`src/rtl/dart_scoreboard.sv`:
```
// Two-player countdown dart scoreboard: alternating turns, bust restores the
// score the turn started with, and the first player to land exactly on zero wins.
module dart_scoreboard #(
    parameter int START_SCORE     = 15,
    parameter int SCORE_W         = 5,
    parameter int THROWS_PER_TURN = 3
) (
    input  logic               clk,
    input  logic               rst,
    input  logic               start,
    input  logic               throw_valid,
    input  logic [1:0]         points,
    output logic               throw_ready,
    output logic [SCORE_W-1:0] score_a,
    output logic [SCORE_W-1:0] score_b,
    output logic               cur_player,
    output logic [1:0]         throw_idx,
    output logic               turn_done,
    output logic               bust,
    output logic               game_over,
    output logic               winner,
    output logic [1:0]         fsm_state
);

    localparam logic [SCORE_W-1:0] START_VAL = SCORE_W'(START_SCORE);
    localparam logic [1:0]         LAST_IDX  = 2'(THROWS_PER_TURN - 1);

    typedef enum logic [1:0] {
        IDLE = 2'd0,
        PLAY = 2'd1,
        OVER = 2'd2
    } state_t;

    state_t             state, state_next;
    logic [SCORE_W-1:0] score_a_next, score_b_next;
    logic [SCORE_W-1:0] turn_start, turn_start_next;
    logic [SCORE_W-1:0] cur_score, other_score, pts_ext, new_score;
    logic               cur_player_next;
    logic [1:0]         throw_idx_next;
    logic               turn_done_next, bust_next, winner_next;
    logic               reload, end_turn;

    // Throw handshake: a throw is consumed on any rising edge where
    // throw_valid and throw_ready are both high and start is low.
    assign throw_ready = (state == PLAY);
    assign game_over   = (state == OVER);
    assign fsm_state   = state;

    always_comb begin
        state_next      = state;
        score_a_next    = score_a;
        score_b_next    = score_b;
        turn_start_next = turn_start;
        cur_player_next = cur_player;
        throw_idx_next  = throw_idx;
        turn_done_next  = 1'b0;
        bust_next       = 1'b0;
        winner_next     = winner;
        reload          = 1'b0;
        end_turn        = 1'b0;
        cur_score       = cur_player ? score_b : score_a;
        other_score     = cur_player ? score_a : score_b;
        pts_ext         = SCORE_W'(points);
        new_score       = cur_score;

        case (state)
            IDLE, OVER: begin
                if (start) reload = 1'b1;
            end
            PLAY: begin
                if (start) begin
                    reload = 1'b1;
                end else if (throw_valid) begin
                    if (pts_ext > cur_score) begin
                        new_score = turn_start;
                        bust_next = 1'b1;
                        end_turn  = 1'b1;
                    end else if (pts_ext == cur_score) begin
                        new_score   = '0;
                        state_next  = OVER;
                        winner_next = cur_player;
                    end else begin
                        new_score = cur_score - pts_ext;
                        if (throw_idx == LAST_IDX) end_turn = 1'b1;
                        else throw_idx_next = throw_idx + 2'd1;
                    end
                end
            end
            default: state_next = IDLE;
        endcase

        if (cur_player) score_b_next = new_score;
        else score_a_next = new_score;

        // The incoming player's score becomes the bust-restore point.
        if (end_turn) begin
            turn_done_next  = 1'b1;
            cur_player_next = ~cur_player;
            throw_idx_next  = 2'd0;
            turn_start_next = other_score;
        end

        if (reload) begin
            state_next      = PLAY;
            score_a_next    = START_VAL;
            score_b_next    = START_VAL;
            turn_start_next = START_VAL;
            cur_player_next = 1'b0;
            throw_idx_next  = 2'd0;
            turn_done_next  = 1'b0;
            bust_next       = 1'b0;
            winner_next     = 1'b0;
        end
    end

    always_ff @(posedge clk) begin
        if (rst) begin
            state      <= IDLE;
            score_a    <= START_VAL;
            score_b    <= START_VAL;
            turn_start <= START_VAL;
            cur_player <= 1'b0;
            throw_idx  <= 2'd0;
            turn_done  <= 1'b0;
            bust       <= 1'b0;
            winner     <= 1'b0;
        end else begin
            state      <= state_next;
            score_a    <= score_a_next;
            score_b    <= score_b_next;
            turn_start <= turn_start_next;
            cur_player <= cur_player_next;
            throw_idx  <= throw_idx_next;
            turn_done  <= turn_done_next;
            bust       <= bust_next;
            winner     <= winner_next;
        end
    end

endmodule

```
`config.mk`:
```
export PLATFORM = sky130hd
export DESIGN_NAME = dart_scoreboard
export DESIGN_NICKNAME = d
export VERILOG_FILES = /design/src/rtl/dart_scoreboard.sv
export SDC_FILE = /design/constraint.sdc
export NUM_CORES = 1
export LEC_CHECK = 0
export ABC_AREA = 1
export CAP_MARGIN = 20
export CORE_MARGIN = 4
export CORE_UTILIZATION = 39
export DETAILED_ROUTE_END_ITERATION = 10
export GPL_TIMING_DRIVEN = 1
export MAX_ROUTING_LAYER = met4
export PLACE_DENSITY = 0.64
export SYNTH_ARGS = -nofsm -noshare
export SYNTH_HDL_FRONTEND = slang
export SYNTH_SLANG_ARGS = --single-unit
```
`constraint.sdc`:
```
create_clock -name clk -period 2.4 [get_ports clk]
set_input_delay 0.48 -clock clk [delete_from_list [all_inputs] [get_ports clk]]
set_output_delay 0.48 -clock clk [all_outputs]
set_load 0.02 [all_outputs]
```
==> out/metrics.csv <==
stage,metric,value,unit
clock_tree,Inserted Clock Buffers,3,
route,drt total wl,2950,um
worst_setup_path,CP Data Required Time,2660,ps
synth,Yosys warnings,0,
worst_setup_path,CP Launch Point,cur_player,
synth,Synth top area share,33.8,%
min_path,Hold Path Cell Cnt,2,
worst_setup_path,register-to-register setup slack,260,ps
route,via/cell ratio,4.65,
cells_and_area,Syn-to-layout area delta,24.4,%
worst_setup_path,CP max stage cell,dfxtp_1,
route,drc violations,0,
placed_design,dpl hpwl,2310,um
clock_tree,H-tree Lvls,1,
timing,"Setup violations, final",0,
synth,syn_nets,199,
worst_setup_path,CP Cell Sequence,buf_4 -> nand2_1 -> o21ai_1 -> inv_1 -> ha_1 -> nand2_1 -> nand2_1 -> nor2_2 -> nand2_4 -> nand2_2 -> o21ai_1 -> mux2i_1 -> nand2_1 -> nand2_1,
synth,ranking of synthesized cells by area,"dfxtp_1 34%, nand2_1 13%, nand3_1 7.7%, inv_1 5.8%, nand2_4 5.8%",
global_routing,first-pass GRT wire length,5240,um
global_routing,GRT Util Overall,15.7,%
route,vias,1224,
min_path,Hold WC Path Type,flop to flop,
clock_tree,clock tree from TritonCTS,built,
synth,cell type with the highest aggregate area in the netlist,dfxtp_1,
worst_setup_path,critical path class,flop to flop,
cells_and_area,antenna cells,0,
synth,Post-Synthesis Cells,189,
timing,Slew @ Worst Pin,480,ps
worst_setup_path,cell family with most CP delay,simple AND/OR/NAND/NOR gates,
die,row cnt,21,
clock_tree,hold-fix buffer count after cts,0,
clock_tree,Clock Latency Late Sink,310,ps
route,WL met3,129,um
synth,Post-synth EDFFs,0,
timing,normalized max-slew margin,67.9,%
cells_and_area,layout cells sized above 1,13.4,%
die,Ports,26,
synth,Async SR Flop Fraction,0,%
timing,final worst path period share,89.1,%
worst_setup_path,worst r2r path cells,14,
status,status,finished clean,
route,Wirelength per Cell,11.2,um
route,DR pass1 iterations,4,
placed_design,port bufs,25,
worst_setup_path,worst r2r dst,score_b[0],
timing,Final Skew,4.81,ps
timing,Hold Fails Final Rpt,0,
timing,post-route setup TNS,0,ps
die,die area,4500,sq um
synth,most common cell in the netlist,nand2_1,
route,DRT met1 WL,1470,um
worst_setup_path,Crit path buffers/inverters,2,
worst_setup_path,CP peak stage delay,430,ps
synth,ys flop type,dfxtp_1,
clock_tree,CTS Root Cell,clkbuf_4,
power_and_ir_drop,Power Dens Cells,372,nW/um^2
min_path,worst min-delay path startpoint,turn_start[2],
timing,Final Slew Violations,0,
worst_setup_path,crit path DAT,2400,ps
timing,fmax,0.468,GHz
timing,minimum clock period after layout,2140,ps
die,die width,67.1,um
cells_and_area,Final #Nets,228,
route,met2 wire len,1320,um
die,die height,67.1,um
synth,Avg Synthesized Cell Area,7.21,sq um
worst_setup_path,CP Max Fanout,8,
global_routing,largest net degree at the start of global routing,17,
run,maxcap violations,0,
global_routing,initial antenna violation count,0,
global_routing,grt total ovfl,0,
synth,"Seq/Total Area, Yosys",33.8,%
worst_setup_path,worst r2r src,cur_player,
cells_and_area,Final Core Density,50.4,%
clock_tree,"Reg clk slew, reported paths",130,ps
die,Initial Utilization,40.5,%
placed_design,GPL Wtd Cong,0.782,
synth,synth cell count leaders,"46 x nand2_1, 23 x dfxtp_1, 21 x inv_1, 21 x nand3_1, 16 x nor2_1",
clock_tree,Sink Count,23,
power_and_ir_drop,Max VDD drop,189,uV
synth,Cell variety after synth,29,
route,initial DRC count,74,
route,DR top layer,met4,
synth,synthesized cell area,1360,sq um
cells_and_area,# fillers,369,
synth,"FF+latch count, synth",23,
min_path,WHS Endpoint,turn_start[2],
timing,RSZ-0062 raised after global routing,false,
worst_setup_path,Startpoint Class,flop,
die,core area,3360,sq um
power_and_ir_drop,LEAKAGE,0.000771,uW
global_routing,vias in the first global route,1194,
clock_tree,clk buf depth,2,
worst_setup_path,crit-path most repeated cell,nand2_1,
worst_setup_path,Critical Path End Type,flop,
route,post-route ant nets,0,
sequential cells by signal, summed over array words and instances, names as in the netlist:
register / flops
score_b: 5
winner: 1
cur_player: 1
score_a: 5
throw_idx: 2
bust: 1
fsm_state: 2
turn_done: 1
turn_start: 5
cell type report:
type | count | area [sq um] | share of cell area (%)
Inverter | 24 | 95.1 | 5.61
Sequential cell | 23 | 460 | 27.2
Clock buffer | 4 | 26.3 | 1.55
Tap cell | 46 | 57.6 | 3.39
Multi-Input combinational cell | 137 | 776 | 45.8
Timing Repair Buffer | 29 | 280 | 16.5
through the flow:
step | hold WS (ps) | instances | total power [uW] | area [sq um] | setup slack, ps
6_report | 475 | 263 | 630 | 1700 | 262
5_1_grt | 496 | 263 | 671 | 1700 | 4.95
4_1_cts | 477 | 263 | 643 | 1700 | 228
3_5_place_dp | 445 | 259 | 459 | 1670 | 85.1
3_3_place_gp | 444 | 259 | 459 | 1670 | 92.5
2_1_floorplan | 429 | 189 | 434 | 1360 | 260
timing repair:
action	in CTS	in global routing
setup endpoints to repair	0	8
resized for setup	0	1
buffers inserted	0	0
per-layer routing:
metal	global-route usage, %	vias up
li1	-	663
met1	20.5	537
met2	23.9	22
met3	2.70	2
met4	6.33	0
met5	-	-
layout by cell type, fill, tap and decap left out, types with 5 or more instances in the layout:
master	n
inv_1	21
nor2_1	16
clkdlybuf4s50_1	25
nand3_1	21
a21oi_1	11
nand2_4	7
o21ai_0	5
dfxtp_1	23
nand2_2	5
nand2_1	46
worst min-delay path: stages, from the launching register on:
cell and delay (ps):
dfxtp_1 350, nand2_1 50, nand3_1 50
worst max path at each step:
stage,cells after the start,to,slack (ps)
2_1_floorplan,14,throw_idx[1],260
3_3_place_gp,12,score_b[0],90
3_5_place_dp,12,score_b[0],90
4_1_cts,13,cur_player,230
5_1_grt,14,score_b[2],5
6_report,14,score_b[0],260
logic make-up (layout without fill, tap and decap cells):
| group | count (synthesis) | count (layout) | synth area share (%) |
|---|---|---|---|
| simple gates | 106 | 106 | 40.1 |
| compound gates | 25 | 25 | 11.2 |
| xor+xnor | 1 | 1 | 0.643 |
| mux | 1 | 1 | 0.735 |
| flops | 23 | 23 | 33.8 |
| buf+inv | 29 | 57 | 9.27 |
| fa+ha+maj | 4 | 4 | 4.22 |
power breakdown:
group	switching [uW]	total, uW	internal [uW]
combinational	37.0	63.9	26.9
sequential	2.11	386	384
clock	115	180	64.8
Power figures use the tool's default switching activity.
